## config.mk

```make
export PLATFORM = sky130hd
export DESIGN_NAME = lru_victim_scan
export DESIGN_NICKNAME = d
export VERILOG_FILES = /design/src/rtl/lru_victim_scan.sv
export SDC_FILE = /design/constraint.sdc
export NUM_CORES = 1
export LEC_CHECK = 0
export CAP_MARGIN = 20
export CORE_MARGIN = 3
export CORE_UTILIZATION = 45
export DETAILED_ROUTE_END_ITERATION = 6
export GPL_ROUTABILITY_DRIVEN = 0
export PLACE_DENSITY = 0.64
export SKIP_CTS_REPAIR_TIMING = 1
export SYNTH_ARGS = -nofsm -noshare
export SYNTH_HDL_FRONTEND = slang
export SYNTH_SLANG_ARGS = --single-unit
```

## constraint.sdc

```tcl
create_clock -name clk_i -period 4.1 [get_ports clk_i]
set_clock_uncertainty 0.1 [all_clocks]
set_input_delay 1.025 -clock clk_i [delete_from_list [all_inputs] [get_ports clk_i]]
set_output_delay 1.025 -clock clk_i [all_outputs]
set_load 0.02 [all_outputs]
```

## src/rtl/lru_victim_scan.sv

```systemverilog
// lru_victim_scan: saturating per-way LRU ages plus a one-way-per-cycle max-age victim scan.
// Optional LRU_INVALID_FIRST_EN: the first invalid way reached by the scan wins at once.
module lru_victim_scan #(
    parameter int NUM_WAYS = 8,
    parameter int AGE_WIDTH = 4,
    localparam int INDEX_WIDTH = $clog2(NUM_WAYS)
) (
    input  logic                   clk_i,
    input  logic                   rst_n_i,
    input  logic                   touch_v_i,
    input  logic [INDEX_WIDTH-1:0] touch_way_i,
    input  logic [NUM_WAYS-1:0]    valid_i,
    input  logic                   req_v_i,
    output logic                   req_ready_o,
    output logic                   victim_v_o,
    output logic [INDEX_WIDTH-1:0] victim_way_o,
    output logic [AGE_WIDTH-1:0]   victim_age_o,
    input  logic                   victim_ready_i,
    output logic                   busy_o
);
    localparam logic [AGE_WIDTH-1:0] AGE_MAX = '1;
    typedef enum logic [1:0] {IDLE, SCAN, DONE} state_t;
    state_t                 state;
    logic [AGE_WIDTH-1:0]   age [NUM_WAYS];
    logic [INDEX_WIDTH-1:0] k;
    logic                   primed;
    logic                   hole;
    logic                   take;
    logic                   last;
`ifdef LRU_INVALID_FIRST_EN
    assign hole = !valid_i[k];
`else
    logic unused_valid;
    assign hole = 1'b0;
    assign unused_valid = ^valid_i;
`endif
    // ties keep the earlier (lower) way because the comparison is strict
    assign take = (k == '0) || (age[k] > victim_age_o) || hole;
    assign last = (k == INDEX_WIDTH'(NUM_WAYS - 1)) || hole;
    always_ff @(posedge clk_i or negedge rst_n_i) begin
        if (!rst_n_i) begin
            for (int i = 0; i < NUM_WAYS; i++) age[i] <= '0;
        end else if (touch_v_i) begin
            for (int i = 0; i < NUM_WAYS; i++)
                age[i] <= (touch_way_i == INDEX_WIDTH'(i)) ? '0 :
                          (age[i] == AGE_MAX) ? AGE_MAX : age[i] + 1'b1;
        end
    end
    // the first SCAN cycle only primes the scan; way k is examined in the cycle after
    always_ff @(posedge clk_i or negedge rst_n_i) begin
        if (!rst_n_i) begin
            state        <= IDLE;
            k            <= '0;
            primed       <= 1'b0;
            victim_way_o <= '0;
            victim_age_o <= '0;
            req_ready_o  <= 1'b1;
            victim_v_o   <= 1'b0;
            busy_o       <= 1'b0;
        end else begin
            case (state)
                IDLE: if (req_v_i) begin
                    state        <= SCAN;
                    k            <= '0;
                    primed       <= 1'b0;
                    victim_way_o <= '0;
                    victim_age_o <= '0;
                    req_ready_o  <= 1'b0;
                    busy_o       <= 1'b1;
                end
                SCAN: if (!primed) begin
                    primed <= 1'b1;
                end else begin
                    if (take) begin
                        victim_way_o <= k;
                        victim_age_o <= age[k];
                    end
                    if (last) begin
                        state      <= DONE;
                        victim_v_o <= 1'b1;
                    end
                    k <= k + 1'b1;
                end
                DONE: if (victim_ready_i) begin
                    state       <= IDLE;
                    victim_v_o  <= 1'b0;
                    busy_o      <= 1'b0;
                    req_ready_o <= 1'b1;
                end
                default: state <= IDLE;
            endcase
        end
    end
endmodule

```

==> results.toml, run 1 <==
[timing]
finalSetupViolCount = 0
totalNegativeSetupSlack_ns = 0
maxClockFrequency_ghz = 0.322
grt_setup_unrepaired = "false"
final_hold_viol_count = 0
hold-worst-slack_ns = 0.396
worst-slew-pin-transition_ns = 0.677
timing.final.max_slew_violations = 0
maxSlewHeadroom_pct = 54.8
final.period_utilization_pct = 75.7
layout_min_cycle_time_ns = 3.10
timing.final.ws_setup_ns = 0.997

[pwr]
power.share.sequential_pct = 41.9
netSwitchingFraction_pct = 41.5
post-layout-total-power_mw = 2.08
pwr_density_cell_nw_per_um2 = 679
clock_power_share_pct = 13.4
power.internal_mw = 1.21
share_comb_of_total_power_pct = 44.7
p_leak_nw = 1.36
p_switching_mw = 0.862
peakVddDrop_v = 0.000416

[floorplan]
core.rowCount = 27
initial_core_util_pct = 48.3
design.die.area_sq_um = 7150
ios = 26
die_height_microns = 84.5
chipWidth_microns = 84.5
floorplan.core_area_sq_um = 5740

[place]
port-buffer-count = 17
post-place-ws_ns = 0.998
detailed_place_hpwl_microns = 3980
dpl.cell_count = 367
post_place_cell_area_sq_um = 2980

[global_routing]
global_route.usage.total_pct = 16.6
grt-ovfl-total = 0
global_route_wire_length_before_repair_microns = 9770
first_global_vias = 1985
grt_antenna_before_repair = 0
pin_count_of_the_biggest_net_entering_global_routing = 46

[clock_network]
cts.clk_slew.worst_paths_ns = 0.08
cts.path.max_buffers = 2
clock_tree.htree_level_count = 2
clockRootBuffer = "sky130_fd_sc_hd__clkbuf_8"
cts_num_sinks = 48
cts_tree = "yes"
clock_insertion_delay_worst_skew_ns = 0.30
cts-buffers-inserted = 5

[setup_path]
worst-r2r-cell-count = 7
worst-r2r-setup-slack_ns = 1.0
critical_path_peak_fanout = 16
r2r-end = "victim_age_o[2]"
worstPathArrival_ns = 3.24
worstSetupStartpointType = "flip-flop"
worstPathRequired_ns = 4.23
critical_path.endpoint_type = "flip-flop"
critical_path_class = "reg -> reg"
critical_path.reg2reg.startpoint = "k[0]"

[synthesis]
synth.cell_area_sq_um = 2780
synth_enable_flop_cells = 0
synth_cell_types = 38
dominantRegCellSynth = "sky130_fd_sc_hd__dfrtp_1"
synth.cells.most_frequent = "sky130_fd_sc_hd__dfrtp_1, sky130_fd_sc_hd__o21ai_0, sky130_fd_sc_hd__a21oi_1"
number_of_standard_cells_after_synthesis = 286
netlist.area_leader.share_pct = 42.4
synth_warnings = 0
synth_sequential_area_ratio_pct = 43.3
mappedNetlistNets = 317
asyncSetResetFlopFracSynth_pct = 100
syn_avg_cell_area_sq_um = 9.70
synth.most_common_cell = "sky130_fd_sc_hd__dfrtp_1"
netlist_top_cells_area = "sky130_fd_sc_hd__dfrtp_1, sky130_fd_sc_hd__o21ai_0, sky130_fd_sc_hd__ha_1"
post_synthesis_sequential_element_count = 48
synth_top_area_cell = "sky130_fd_sc_hd__dfrtp_1"

[route]
wl_per_cell_microns = 15.3
drt_pass1_iterations = 4
route.vias.total = 2209
drt_first_iter_violations = 159
ant_nets = 0
via_per_inst = 5.89
wl_microns = 5760
drcViolationCount = 0

[min_path]
worstHoldPathType = "reg -> reg"
hold_path_end = "victim_way_o[0]"
hold_path_depth = 1
min_delay_startpoint = "victim_way_o[0]"

[cells_and_area]
fin_area_sq_um = 3060
post_route_cells_drive_above_1_share_pct = 5.61
fin_nets = 333
fillerInstances = 540
antenna_diode_count = 0
layout.core_utilization_pct = 53.2
stdcell_count = 375
areaGrowthSynthToFinish_pct = 10.1

[run_status]
status = "completed"

[run]
max_cap_violations = 0
placed cells by master (no fill, tap or decap), drive strengths merged:
master	synthesis	routed
a41oi	8	8
dfrtp	47	47
dfstp	1	1
clkbuf	3	7
nor2	7	7
a31oi	1	1
a21o	1	1
o21ai	40	40
nor3	1	1
buf	7	3
a22o	3	3
and2b	1	1
a32o	2	2
clkinv	0	1
o211ai	8	8
nand3	15	15
a22oi	1	1
or3	1	1
nor2b	2	2
o2111ai	2	2
nand3b	2	2
a21oi	34	34
clkdlybuf4s50	0	16
inv	25	25
nand2b	14	14
ha	15	15
mux4	6	6
o211a	1	1
and3	8	8
o2bb2ai	5	5
mux2	2	2
nor3b	1	1
nand2	17	17
mux2i	3	3
o21a	1	1
and4	1	1
area by class of cell:
class | instances | area (sq um) | share of cell area, %
multi-input cells | 203 | 1410 | 46.1
flip-flops and latches | 48 | 1200 | 39.3
repair buffers | 19 | 180 | 5.89
inverters | 25 | 93.8 | 3.07
well taps | 72 | 90.1 | 2.95
clock buffers | 7 | 76.3 | 2.50
clock inverters | 1 | 5.00 | 0.164
metal layers:
metal	wire length (microns)	GRT usage (%)	vias up
met3	183	2.45	4
met4	53	4.46	0
met1	2920	25.5	1082
met5	0	0	-
met2	2600	24.6	39
li1	-	-	1084
cell families after synthesis:
family	synth area share (%)
compound gates	23.3
fa+ha+maj	6.76
buf+inv	5.91
flops	43.3
mux	7.30
simple gates	13.4
power groups by stage:
stage / Sequential [mW] / Clock, mW / Combinational [mW]
finish: 0.870 / 0.278 / 0.927
global route: 0.903 / 0.310 / 1.06
detailed placement: 0.876 / 0 / 0.931
CTS: 0.868 / 0.289 / 0.939
floorplan: 0.810 / 0 / 0.741
global placement: 0.872 / 0 / 0.906
worst max path at each step:
stage | from | endpoint | cells past startpoint
global route | k[0] | victim_age_o[3] | 7
detailed placement | k[0] | victim_age_o[2] | 7
floorplan | k[0] | victim_age_o[2] | 8
global placement | k[0] | victim_age_o[2] | 7
CTS | k[0] | victim_age_o[2] | 7
finish | k[0] | victim_age_o[2] | 7
state kept, by name, summed over array words and instances, names as in the netlist:
signal and count:
state 2, k 3, primed 1, victim_way_o 3
age 32, req_ready_o 1, busy_o 1, victim_v_o 1
victim_age_o 4
critical path, stage by stage (launching register included):
cell                       delay [ns]
sky130_fd_sc_hd__dfrtp_1         0.79
sky130_fd_sc_hd__mux4_2          0.58
sky130_fd_sc_hd__mux2_2          0.30
sky130_fd_sc_hd__ha_1            0.31
sky130_fd_sc_hd__a21oi_1         0.15
sky130_fd_sc_hd__nand3_1         0.13
sky130_fd_sc_hd__o211ai_1        0.50
sky130_fd_sc_hd__a32o_1          0.20
Note: power is estimated with default switching activity, not from simulation.
==> run 2, diff against run 1 <==
Settings changed: PLACE_DENSITY 0.64 to 0.67.
Clock period 4.1 ns to 2.64 ns, I/O delays scaled along.
==> run 2 against run 1 <==
Compared with the run above: combinational power is 95% higher; die area stayed put; first-iteration DRC count shrank 12%; largest cell class unchanged; global-route usage grew 1.2 points; worst hold slack got worse by 0.18 ns.
==> results.toml, run 2 (synthesis results as in run 1) <==
[timing]
timing.final.ws_setup_ns = 0.0344
final_hold_viol_count = 0
layout_min_cycle_time_ns = 2.61
maxClockFrequency_ghz = 0.384
worst-slew-pin-transition_ns = 0.541
finalSetupViolCount = 0
timing.final.max_slew_violations = 0
final.period_utilization_pct = 98.7
maxSlewHeadroom_pct = 63.8
totalNegativeSetupSlack_ns = 0

[setup_path]
worst-r2r-cell-count = 8
setup.worst_path.start = "age[3]"
worstPathArrival_ns = 2.69
cpMaxStageDelayCell = "sky130_fd_sc_hd__mux4_2"
critical_path.cell_chain = "mux4_2, mux2_2, ha_1, and4_1, nand3_2, o211ai_1, buf_4, a32o_1"
critical_path_class = "reg -> reg"
cp_top_family = "multiplexers"
worstPathRequired_ns = 2.73
timing.critical_path.depth = 8
max_stage_delay_on_crit_path_ns = 0.49
crit_buf_inv = 1
critical_path.endpoint_type = "flip-flop"
worstSetupStartpointType = "flip-flop"
critical_path_peak_fanout = 4
critical_path.reg2reg.startpoint = "age[3]"

[place]
detailed_place_hpwl_microns = 4260
post_place_cell_area_sq_um = 3090
port-buffer-count = 17
dpl.cell_count = 380
post-place-ws_ns = -0.0554

[clock_network]
cts.clk_slew.worst_paths_ns = 0.10
cts.path.max_buffers = 2
cts_tree = "yes"
clockRootBuffer = "sky130_fd_sc_hd__clkbuf_8"
clock_insertion_delay_worst_skew_ns = 0.31
cts-buffers-inserted = 5
clock_tree.htree_level_count = 2
cts_num_sinks = 48

[route]
route.vias.total = 2312
wl_per_cell_microns = 15.6
ant_nets = 0
drt_pass1_iterations = 4
drt_first_iter_violations = 140
via_per_inst = 5.91
wl_microns = 6090
drcViolationCount = 0

[cells_and_area]
max_flop_register = "age"
post_route_cells_drive_above_1_share_pct = 12.9
fin_nets = 349
areaGrowthSynthToFinish_pct = 18.4
fin_area_sq_um = 3290
largest_register_ff_count = 32
biggestRegsByFlops = "age x32, victim_age_o x4"
stdcell_count = 391
seq_area_sq_um = 1200
final_cell_mix = "sky130_fd_sc_hd__dfrtp_1, sky130_fd_sc_hd__o21ai_0, sky130_fd_sc_hd__a21oi_1, sky130_fd_sc_hd__inv_1, sky130_fd_sc_hd__nand2_1"
multi_input_area_sq_um = 1420
fillerInstances = 513
antenna_diode_count = 0
final_common_cell = "sky130_fd_sc_hd__dfrtp_1"

[pwr]
pwr_density_cell_nw_per_um2 = 1170
peakVddDrop_v = 0.000830
p_leak_nw = 1.47
post-layout-total-power_mw = 3.84

[global_routing]
first_global_vias = 2188
grt-ovfl-total = 0
global_route_wire_length_before_repair_microns = 10400
grt_antenna_before_repair = 0
pin_count_of_the_biggest_net_entering_global_routing = 46
global_route.usage.total_pct = 17.8

[run_status]
status = "completed"

[floorplan]
ios = 26
floorplan.core_area_sq_um = 5740
core.rowCount = 27
design.die.area_sq_um = 7150
die_height_microns = 84.5
chipWidth_microns = 84.5
initial_core_util_pct = 48.3

[run]
max_cap_violations = 0

[min_path]
worstHoldPathType = "in -> async"
run 2: cell types whose count changed in the layout (fill, tap and decap cells not counted), sizes merged:
cell,delta
clkinv,-1
clkbuf,-2
bufinv,+3
buf,+16
run 2: routing by layer:
layer | vias to the layer above | GRT usage, % | share of wire (%)
li1 | 1116 | - | -
met4 | 0 | 5.76 | 1.4
met1 | 1147 | 25.4 | 49
met3 | 8 | 2.55 | 3.0
met2 | 41 | 28.1 | 47
met5 | - | 0 | 0
run 2: report_power, final:
part	leakage [nW]	switching, mW	total [mW]	internal (mW)
sequential	0.598	0.307	1.29	0.986
clock	0.0784	0.262	0.736	0.474
combinational	0.791	0.888	1.81	0.920
total	1.47	1.46	3.84	2.38
run 2: path summary, 6_finish.rpt:
check / endpoint / slack, ns
worst max-delay path: victim_age_o[2] / 0.03
worst min-delay path: victim_way_o[2] / 0.22
worst max register to register: victim_age_o[2] / 0.03
worst min register to register: victim_way_o[0] / 0.40
max in group asynchronous: req_ready_o / 1.64
min in group clk_i: victim_way_o[0] / 0.40
run 2: cell type report:
class                           count  area share (%)
Timing Repair Buffer               35            9.63
Multi-Input combinational cell    203            43.3
Clock buffer                        5            2.09
Inverter                           25            2.86
Sequential cell                    48            36.6
Clock inverter                      3            2.74
Tap cell                           72            2.74
run 2: stage by stage:
step | utilization, % | hold slack [ns]
2_1_floorplan | - | 0.264
3_5_place_dp | 53.7 | 0.391
5_1_grt | 57.2 | 0.259
4_1_cts | 56.5 | 0.237
6_report | 57.2 | 0.219
3_3_place_gp | 53.7 | 0.372
==> run 3, diff against run 2 <==
--- a/config.mk
+++ b/config.mk
@@ -14,2 +14,3 @@
 export SKIP_CTS_REPAIR_TIMING = 1
+export SLEW_MARGIN = 20
 export SYNTH_ARGS = -nofsm -noshare
==> constraint.sdc (replaced) <==
create_clock -name clk_i -period 2.64 [get_ports clk_i]
set_clock_uncertainty 0.1 [all_clocks]
set_input_delay 0.528 -clock clk_i [delete_from_list [all_inputs] [get_ports clk_i]]
set_output_delay 0.528 -clock clk_i [all_outputs]
set_load 0.02 [all_outputs]
==> run 3 against run 2 <==
Compared with the run above: clock power hardly changed; design area rose by 0.46%; combinational power about the same; critical path type unchanged; critical endpoint unchanged; largest cell class unchanged.
==> results.toml, run 3 (synthesis results as in run 1) <==
[cells_and_area]
largest_register_ff_count = 32
multi_input_area_sq_um = 1430
areaGrowthSynthToFinish_pct = 18.9
biggestRegsByFlops = "age x32, victim_age_o x4"
fin_nets = 350
fin_area_sq_um = 3300
fillerInstances = 526
max_flop_register = "age"
post_route_cells_drive_above_1_share_pct = 13.1
antenna_diode_count = 0
final_common_cell = "sky130_fd_sc_hd__dfrtp_1"
seq_area_sq_um = 1200
final_cell_mix = "sky130_fd_sc_hd__dfrtp_1, sky130_fd_sc_hd__o21ai_0, sky130_fd_sc_hd__a21oi_1, sky130_fd_sc_hd__inv_1"
layout.core_utilization_pct = 57.5

[global_routing]
first_global_vias = 2042
global_route_wire_length_before_repair_microns = 9900
grt-ovfl-total = 0
grt_antenna_before_repair = 0
global_route.usage.total_pct = 17.1
pin_count_of_the_biggest_net_entering_global_routing = 49

[route]
wl_microns = 5920
wl_per_cell_microns = 15.1
drt_first_iter_violations = 188
drcViolationCount = 0
route.vias.total = 2276
via_per_inst = 5.81
drt_pass1_iterations = 4
ant_nets = 0

[floorplan]
core.rowCount = 27
initial_core_util_pct = 48.3
chipWidth_microns = 84.5
floorplan.core_area_sq_um = 5740
ios = 26
die_height_microns = 84.5
design.die.area_sq_um = 7150

[pwr]
p_switching_mw = 1.44
post-layout-total-power_mw = 3.85
peakVddDrop_v = 0.000781
power.internal_mw = 2.41
clock_power_share_pct = 19.0
pwr_density_cell_nw_per_um2 = 1170
power.share.sequential_pct = 33.2
share_comb_of_total_power_pct = 47.7
netSwitchingFraction_pct = 37.5
p_leak_nw = 1.48

[place]
port-buffer-count = 17
post_place_cell_area_sq_um = 3100
detailed_place_hpwl_microns = 4160

[clock_network]
cts.clk_slew.worst_paths_ns = 0.10
clock_tree.htree_level_count = 2
cts.path.max_buffers = 2
clock_insertion_delay_worst_skew_ns = 0.31
cts_tree = "yes"
clockRootBuffer = "sky130_fd_sc_hd__clkbuf_8"
cts-buffers-inserted = 5
cts_num_sinks = 48

[timing]
layout_min_cycle_time_ns = 2.56
totalNegativeSetupSlack_ns = 0
timing.final.max_slew_violations = 0
maxSlewHeadroom_pct = 64.8
finalSetupViolCount = 0
final_hold_viol_count = 0
final.period_utilization_pct = 97.1
maxClockFrequency_ghz = 0.390
worst-slew-pin-transition_ns = 0.528

[setup_path]
worstSetupStartpointType = "flip-flop"
worstPathRequired_ns = 2.74
critical_path.endpoint_type = "flip-flop"
worstPathArrival_ns = 2.66
critical_path_class = "reg -> reg"
critical_path_peak_fanout = 3

[run_status]
status = "completed"

[min_path]
worstHoldPathType = "in -> async"

[run]
max_cap_violations = 0
run 3: per-layer routing:
layer	routed length [microns]	global-route usage, %	up-vias
li1	-	-	1120
met1	2780	24.3	1099
met2	2790	26.5	48
met3	255	2.75	9
met4	96	6.33	0
met5	0	0	-
run 3: power groups by stage:
stage / combinational (mW) / sequential, mW / clock [mW]
global route: 2.04 / 1.33 / 0.774
finish: 1.84 / 1.28 / 0.733
floorplan: 1.15 / 1.26 / 0
detailed placement: 1.69 / 1.29 / 0
global placement: 1.64 / 1.28 / 0
CTS: 1.71 / 1.27 / 0.737
run 3: layout make-up:
class	instances	share of cell area, %
flip-flops and latches	48	36.5
well taps	72	2.73
repair buffers	36	9.82
multi-input cells	203	43.3
clock buffers	5	2.08
clock inverters	3	2.73
inverters	25	2.84
run 3: worst paths after layout:
check	slack (ns)	start	depth (start not counted)	end
max in group asynchronous	2.07	rst_n_i	2	req_ready_o
hold reg to reg	0.40	victim_way_o[0]	1	victim_way_o[0]
min in group clk_i	0.40	victim_way_o[0]	1	victim_way_o[0]
setup / recovery	0.08	k[1]	9	victim_age_o[2]
setup reg to reg	0.08	k[1]	9	victim_age_o[2]
hold / removal	0.08	rst_n_i	2	victim_age_o[3]
run 3: per-stage QoR:
step	worst slack, ns	hold slack [ns]	std cells
6_report	0.0762	0.0788	392
4_1_cts	-0.0755	0.103	390
2_1_floorplan	0.141	0.132	286
3_5_place_dp	-0.0647	0.380	382
3_3_place_gp	0.0163	0.374	382
5_1_grt	-0.0382	0.0991	392
run 3: critical path, stage by stage, from the launching register on:
cell,delay [ns]
sky130_fd_sc_hd__dfrtp_1,0.39
sky130_fd_sc_hd__buf_4,0.14
sky130_fd_sc_hd__mux4_2,0.48
sky130_fd_sc_hd__mux2_4,0.30
sky130_fd_sc_hd__ha_1,0.29
sky130_fd_sc_hd__and4_1,0.20
sky130_fd_sc_hd__nand3_2,0.09
sky130_fd_sc_hd__o211ai_1,0.11
sky130_fd_sc_hd__buf_4,0.17
sky130_fd_sc_hd__a32o_1,0.20
